### config.mk
export PLATFORM = sky130hd
export DESIGN_NAME = axi4_str_sink
export DESIGN_NICKNAME = d
export VERILOG_FILES = /design/src/rtl/axi4_str_sink.sv
export SDC_FILE = /design/constraint.sdc
export NUM_CORES = 1
export LEC_CHECK = 0
export ABC_AREA = 1
export CORE_MARGIN = 2
export CORE_UTILIZATION = 57
export CTS_BUF_LIST = sky130_fd_sc_hd__clkbuf_16
export DETAILED_ROUTE_END_ITERATION = 8
export PLACE_DENSITY = 0.85
export SYNTH_ARGS = -nofsm -noshare
export SYNTH_HDL_FRONTEND = slang
export SYNTH_SLANG_ARGS = --single-unit
### constraint.sdc
create_clock -name m_axis_clk -period 6.37 [get_ports m_axis_clk]
set_clock_uncertainty 0.2 [all_clocks]
set_input_delay 1.274 -clock m_axis_clk [delete_from_list [all_inputs] [get_ports m_axis_clk]]
set_output_delay 1.274 -clock m_axis_clk [all_outputs]
set_load 0.03 [all_outputs]
### src/rtl/axi4_str_sink.sv
// AXI4-Stream checking sink: throttles tready with a rotating duty mask, counts
// accepted beats and checks each one against an incrementing or LFSR sequence.
module axi4_str_sink #(
  parameter int unsigned          DATA_WDTH = 8,
  parameter int unsigned          CNT_WDTH  = 16,
  parameter logic [DATA_WDTH-1:0] LFSR_TAPS = 8'hB8
) (
  input  logic                 m_axis_clk,
  input  logic                 m_axis_aresetn,
  input  logic [DATA_WDTH-1:0] m_axis_tdata,
  input  logic                 m_axis_tvalid,
  output logic                 m_axis_tready,
  input  logic                 start,
  input  logic                 abort,
  input  logic [CNT_WDTH-1:0]  num_beats,
  input  logic                 mode,
  input  logic [7:0]           ready_pattern,
  output logic                 busy,
  output logic                 done,
  output logic [CNT_WDTH-1:0]  beat_cnt,
  output logic [CNT_WDTH-1:0]  err_cnt,
  output logic [DATA_WDTH-1:0] err_exp,
  output logic [DATA_WDTH-1:0] err_got
);

  typedef enum logic [1:0] {IDLE, SYNC, CHECK, DONE} state_t;

  state_t                 state;
  logic [7:0]             pat_q;
  logic                   mode_q;
  logic [CNT_WDTH-1:0]    num_q;
  logic [DATA_WDTH-1:0]   exp_q;
  logic                   beat;

  function automatic logic [DATA_WDTH-1:0] nxt(input logic [DATA_WDTH-1:0] d, input logic m);
    if (m) return (d >> 1) ^ (d[0] ? LFSR_TAPS : '0);
    else   return d + DATA_WDTH'(1);
  endfunction

  assign beat = m_axis_tvalid & m_axis_tready;
  assign busy = (state != IDLE);

  // NOTE: every register here is sequential state, so all assignments use <=;
  // mixing in = would make later reads in this block see same-cycle values.
  always_ff @(posedge m_axis_clk or negedge m_axis_aresetn) begin
    if (!m_axis_aresetn) begin
      state         <= IDLE;
      pat_q         <= '0;
      mode_q        <= 1'b0;
      num_q         <= '0;
      exp_q         <= '0;
      m_axis_tready <= 1'b0;
      done          <= 1'b0;
      beat_cnt      <= '0;
      err_cnt       <= '0;
      err_exp       <= '0;
      err_got       <= '0;
    end else begin
      done <= 1'b0;
      case (state)
        IDLE: begin
          m_axis_tready <= 1'b0;
          if (start && !abort) begin
            num_q    <= num_beats;
            mode_q   <= mode;
            pat_q    <= (ready_pattern == 8'h00) ? 8'hFF : ready_pattern;
            beat_cnt <= '0;
            err_cnt  <= '0;
            err_exp  <= '0;
            err_got  <= '0;
            if (num_beats == '0) begin
              state <= DONE;
              done  <= 1'b1;
            end else begin
              state <= SYNC;
            end
          end
        end
        SYNC, CHECK: begin
          m_axis_tready <= pat_q[0];
          pat_q         <= {pat_q[0], pat_q[7:1]};
          if (beat) begin
            // The checker always re-seeds from the received beat, so a dropped
            // beat costs a single error instead of derailing the whole run.
            exp_q    <= nxt(m_axis_tdata, mode_q);
            beat_cnt <= beat_cnt + CNT_WDTH'(1);
            if (state == CHECK && m_axis_tdata != exp_q) begin
              if (err_cnt != '1) err_cnt <= err_cnt + CNT_WDTH'(1);
              if (err_cnt == '0) begin
                err_exp <= exp_q;
                err_got <= m_axis_tdata;
              end
            end
            if ((beat_cnt + CNT_WDTH'(1)) == num_q) begin
              state         <= DONE;
              m_axis_tready <= 1'b0;
              done          <= 1'b1;
            end else begin
              state <= CHECK;
            end
          end
        end
        DONE: begin
          m_axis_tready <= 1'b0;
          state         <= IDLE;
        end
        default: state <= IDLE;
      endcase
      if (abort && state != IDLE) begin
        state         <= IDLE;
        m_axis_tready <= 1'b0;
        done          <= 1'b0;
      end
    end
  end

endmodule

==> flow_summary.yaml <==
timing:
  setup_viol: 0
  rsz0062_at_grt: "no"
  finalWorstSetupSlack_ns: 2.17
  fin_crit_sh_pct: 65.9
  relSlewSlack_pct: 29.9
  hold_viol: 0
  finalSetupTns_ns: 0
  fin_crit_ns: 4.20
  fmax_mhz: 238
  worst_slew_pin_slew_ns: 1.05
  slew_violations: 0
clocking:
  clock_sinks: 85
  cts_resized: 0
  cts_root_buffer: "clkbuf_16"
  htree_levels: 3
  holdBufCountCts: 0
  postCtsSetupRepairBufs: 0
  numCtsBuffers: 9
  clockBufferDepth: 2
  clkLatencyLatePin_ns: 0.34
  cts_tree: "done"
  clk_transition_reported_paths_ns: 0.06
yosys:
  synth_warnings: 0
  synth_edf_count: 0
  yosys.cell_count.top_type: "nand2_1"
  synthFlopType: "dfrtp_1"
  yosys-top-cells-area: "dfrtp_1, nand2_1, inv_1"
  ys_ff_latch: 85
  synth_common_cells: "nand2_1, dfrtp_1, inv_1, nor2_1, nand3_1"
  seq_area_frac_synth_pct: 42.4
  synth-async-reset-ratio_pct: 100
  syn-cell-area_um2: 5010
  synth_top_area_share_pct: 42.4
  synthCells: 676
  syn_nets: 724
  yosysTopAreaCell: "dfrtp_1"
  syn_area_per_cell_um2: 7.42
  synth_cell_types: 37
worst_setup_path:
  crit_type: "in2reg"
  path_max_fanout: 28
  crit_required_ns: 6.44
  cp-start-kind: "input pin"
  critPathArrivalTime_ns: 4.26
  endpoint_kind: "register"
  worst-r2r-cell-count: 12
routing:
  first_iter_violations: 317
  top_layer: "met4"
  drt_wl_total_um: 12900
  route.vias.total: 4872
  wire_per_inst_um: 14.9
  met3WireLength_um: 691
  met2_length_um: 6400
  first_pass_iters: 5
  viasPerCell: 5.61
  ant_nets: 0
  drc: 0
  wl_met1_um: 5370
final_layout:
  syn2layout_area_growth_pct: 23.9
  antennaDiodeCount: 0
  regArea_um2: 2130
  drive_above_1_share_pct: 6.05
  final_cell_area_um2: 6210
  multi_input_area_um2: 2520
  nets: 803
  fillers: 676
grt:
  antenna_found_initial: 0
  grt_first_pass_wirelength_um: 22000
  grt_pass1_vias: 4833
  track_usage_pct: 28.1
  overflow: 0
  grt_max_degree: 86
hold_path:
  hold_path.class: "reg2reg"
  whs_path_depth: 2
power_and_ir_drop:
  switching_share_pct: 43.6
  p_comb_share_pct: 44.7
  p_per_area_nw_per_um2: 384
  power.switching_w: 0.00104
  intPower_w: 0.00135
  irDropWorstVdd_v: 0.000254
  p_clk_share_pct: 21.3
  p_leak_nw: 2.82
  power_frac_seq_pct: 34.0
  power.total_w: 0.00239
die:
  core_area_um2: 8640
  io_pins: 89
  die_w_um: 97.8
  core.rowCount: 34
  start_util_pct: 58.1
  die_area_um2: 9560
  die_h_um: 97.8
place:
  dpl_cell_area_um2: 5930
  io_buffers: 88
  dp_hpwl_um: 9240
  place_ws_ns: 1.89
  place.gp.congestion: 0.888
job:
  cap_violations: 0
status:
  status: "finished clean"
## metal layers
layer  vias to the layer above  global-route usage (%)
li1                       2355                       -
met5                         -                       0
met4                         0                    13.9
met2                       173                    47.7
met3                        39                    4.37
met1                      2305                    35.0
## final timing paths
check,startpoint,slack (ns),endpoint
max,abort,2.17,err_cnt[10]$_DFFE_PN0P_
min,err_exp[6]$_DFFE_PN0P_,0.28,err_exp[6]$_DFFE_PN0P_
max reg2reg,state[0]$_DFFE_PN0P_,2.81,err_cnt[10]$_DFFE_PN0P_
min reg2reg,err_exp[6]$_DFFE_PN0P_,0.28,err_exp[6]$_DFFE_PN0P_
max in group asynchronous,m_axis_aresetn,4.37,err_cnt[0]$_DFFE_PN0P_
min in group asynchronous,m_axis_aresetn,0.91,beat_cnt[6]$_DFFE_PN0P_
## cell families (layout without fill, tap and decap cells)
kind of cell | count (synthesis) | count (layout) | synth area share (%)
compound gates | 103 | 103 | 12.6
xor+xnor | 23 | 23 | 4.02
fa+ha+maj | 10 | 10 | 2.50
buf+inv | 87 | 171 | 7.24
flops | 85 | 85 | 42.4
simple gates | 368 | 368 | 31.3
## layout by cell type (no fill, tap or decap), types with 2 or more instances in the layout
| master | Yosys | final |
|---|---|---|
| buf_4 | 0 | 2 |
| o21ai_0 | 37 | 37 |
| nand2_1 | 229 | 229 |
| nor3_1 | 4 | 4 |
| nand3b_1 | 5 | 5 |
| dfrtp_1 | 85 | 85 |
| o22ai_1 | 12 | 12 |
| ha_1 | 10 | 10 |
| clkbuf_16 | 0 | 9 |
| inv_1 | 59 | 62 |
| nor4_1 | 12 | 12 |
| o21ai_1 | 5 | 5 |
| clkdlybuf4s50_1 | 0 | 87 |
| or2_2 | 2 | 2 |
| o21ai_2 | 16 | 16 |
| inv_2 | 5 | 5 |
| o31ai_1 | 4 | 4 |
| xnor2_1 | 6 | 6 |
| and2_1 | 2 | 2 |
| nand4_1 | 11 | 11 |
| clkinvlp_4 | 0 | 2 |
| nor2_1 | 56 | 56 |
| a21oi_1 | 22 | 22 |
| nand3_1 | 42 | 42 |
| nor2_8 | 2 | 2 |
| xor2_1 | 17 | 17 |
## power by group through the flow
stage | clock, W | combinational, W | sequential [W]
after floorplan | 0 | 0.000717 | 0.000871
after global placement | 0 | 0.00102 | 0.000813
after detailed placement | 0 | 0.00106 | 0.000818
after CTS | 0.000509 | 0.00106 | 0.000811
after global routing | 0.000536 | 0.00118 | 0.000834
final | 0.000508 | 0.00107 | 0.000813
## sequential cells by signal, summed over array words and instances, names as in the netlist
| register | cells |
|---|---|
| beat_cnt | 16 |
| m_axis_tready | 1 |
| err_exp | 8 |
| err_got | 8 |
| pat_q | 8 |
| exp_q | 8 |
| err_cnt | 16 |
| mode_q | 1 |
| state | 2 |
| done | 1 |
| num_q | 16 |
## worst max-delay path, cell delays in order
cell             delay [ns]
clkdlybuf4s50_1        0.48
inv_2                  0.08
nand2_1                0.13
nor2_8                 0.32
inv_4                  0.12
o21ai_4                0.17
inv_6                  0.10
nor2_8                 0.27
nand3_1                0.65
inv_2                  0.47
nand2_1                0.10
nand2_1                0.08
## stage by stage
stage	std cells	utilization, %	hold slack [ns]
CTS	868	72.0	0.285
floorplan	676	-	0.253
finish	868	72.0	0.282
global route	868	72.0	0.311
detailed placement	852	68.6	0.271
global placement	852	68.6	0.267
## layout make-up
type	instances	share of cell area, %
clock buffer	9	3.62
clock inverter	7	0.967
inverter	66	4.11
multi-input combinational	504	40.6
sequential	85	34.2
tap	108	2.17
timing repair buffer	89	14.3
Note: power is estimated with default switching activity, not from simulation.
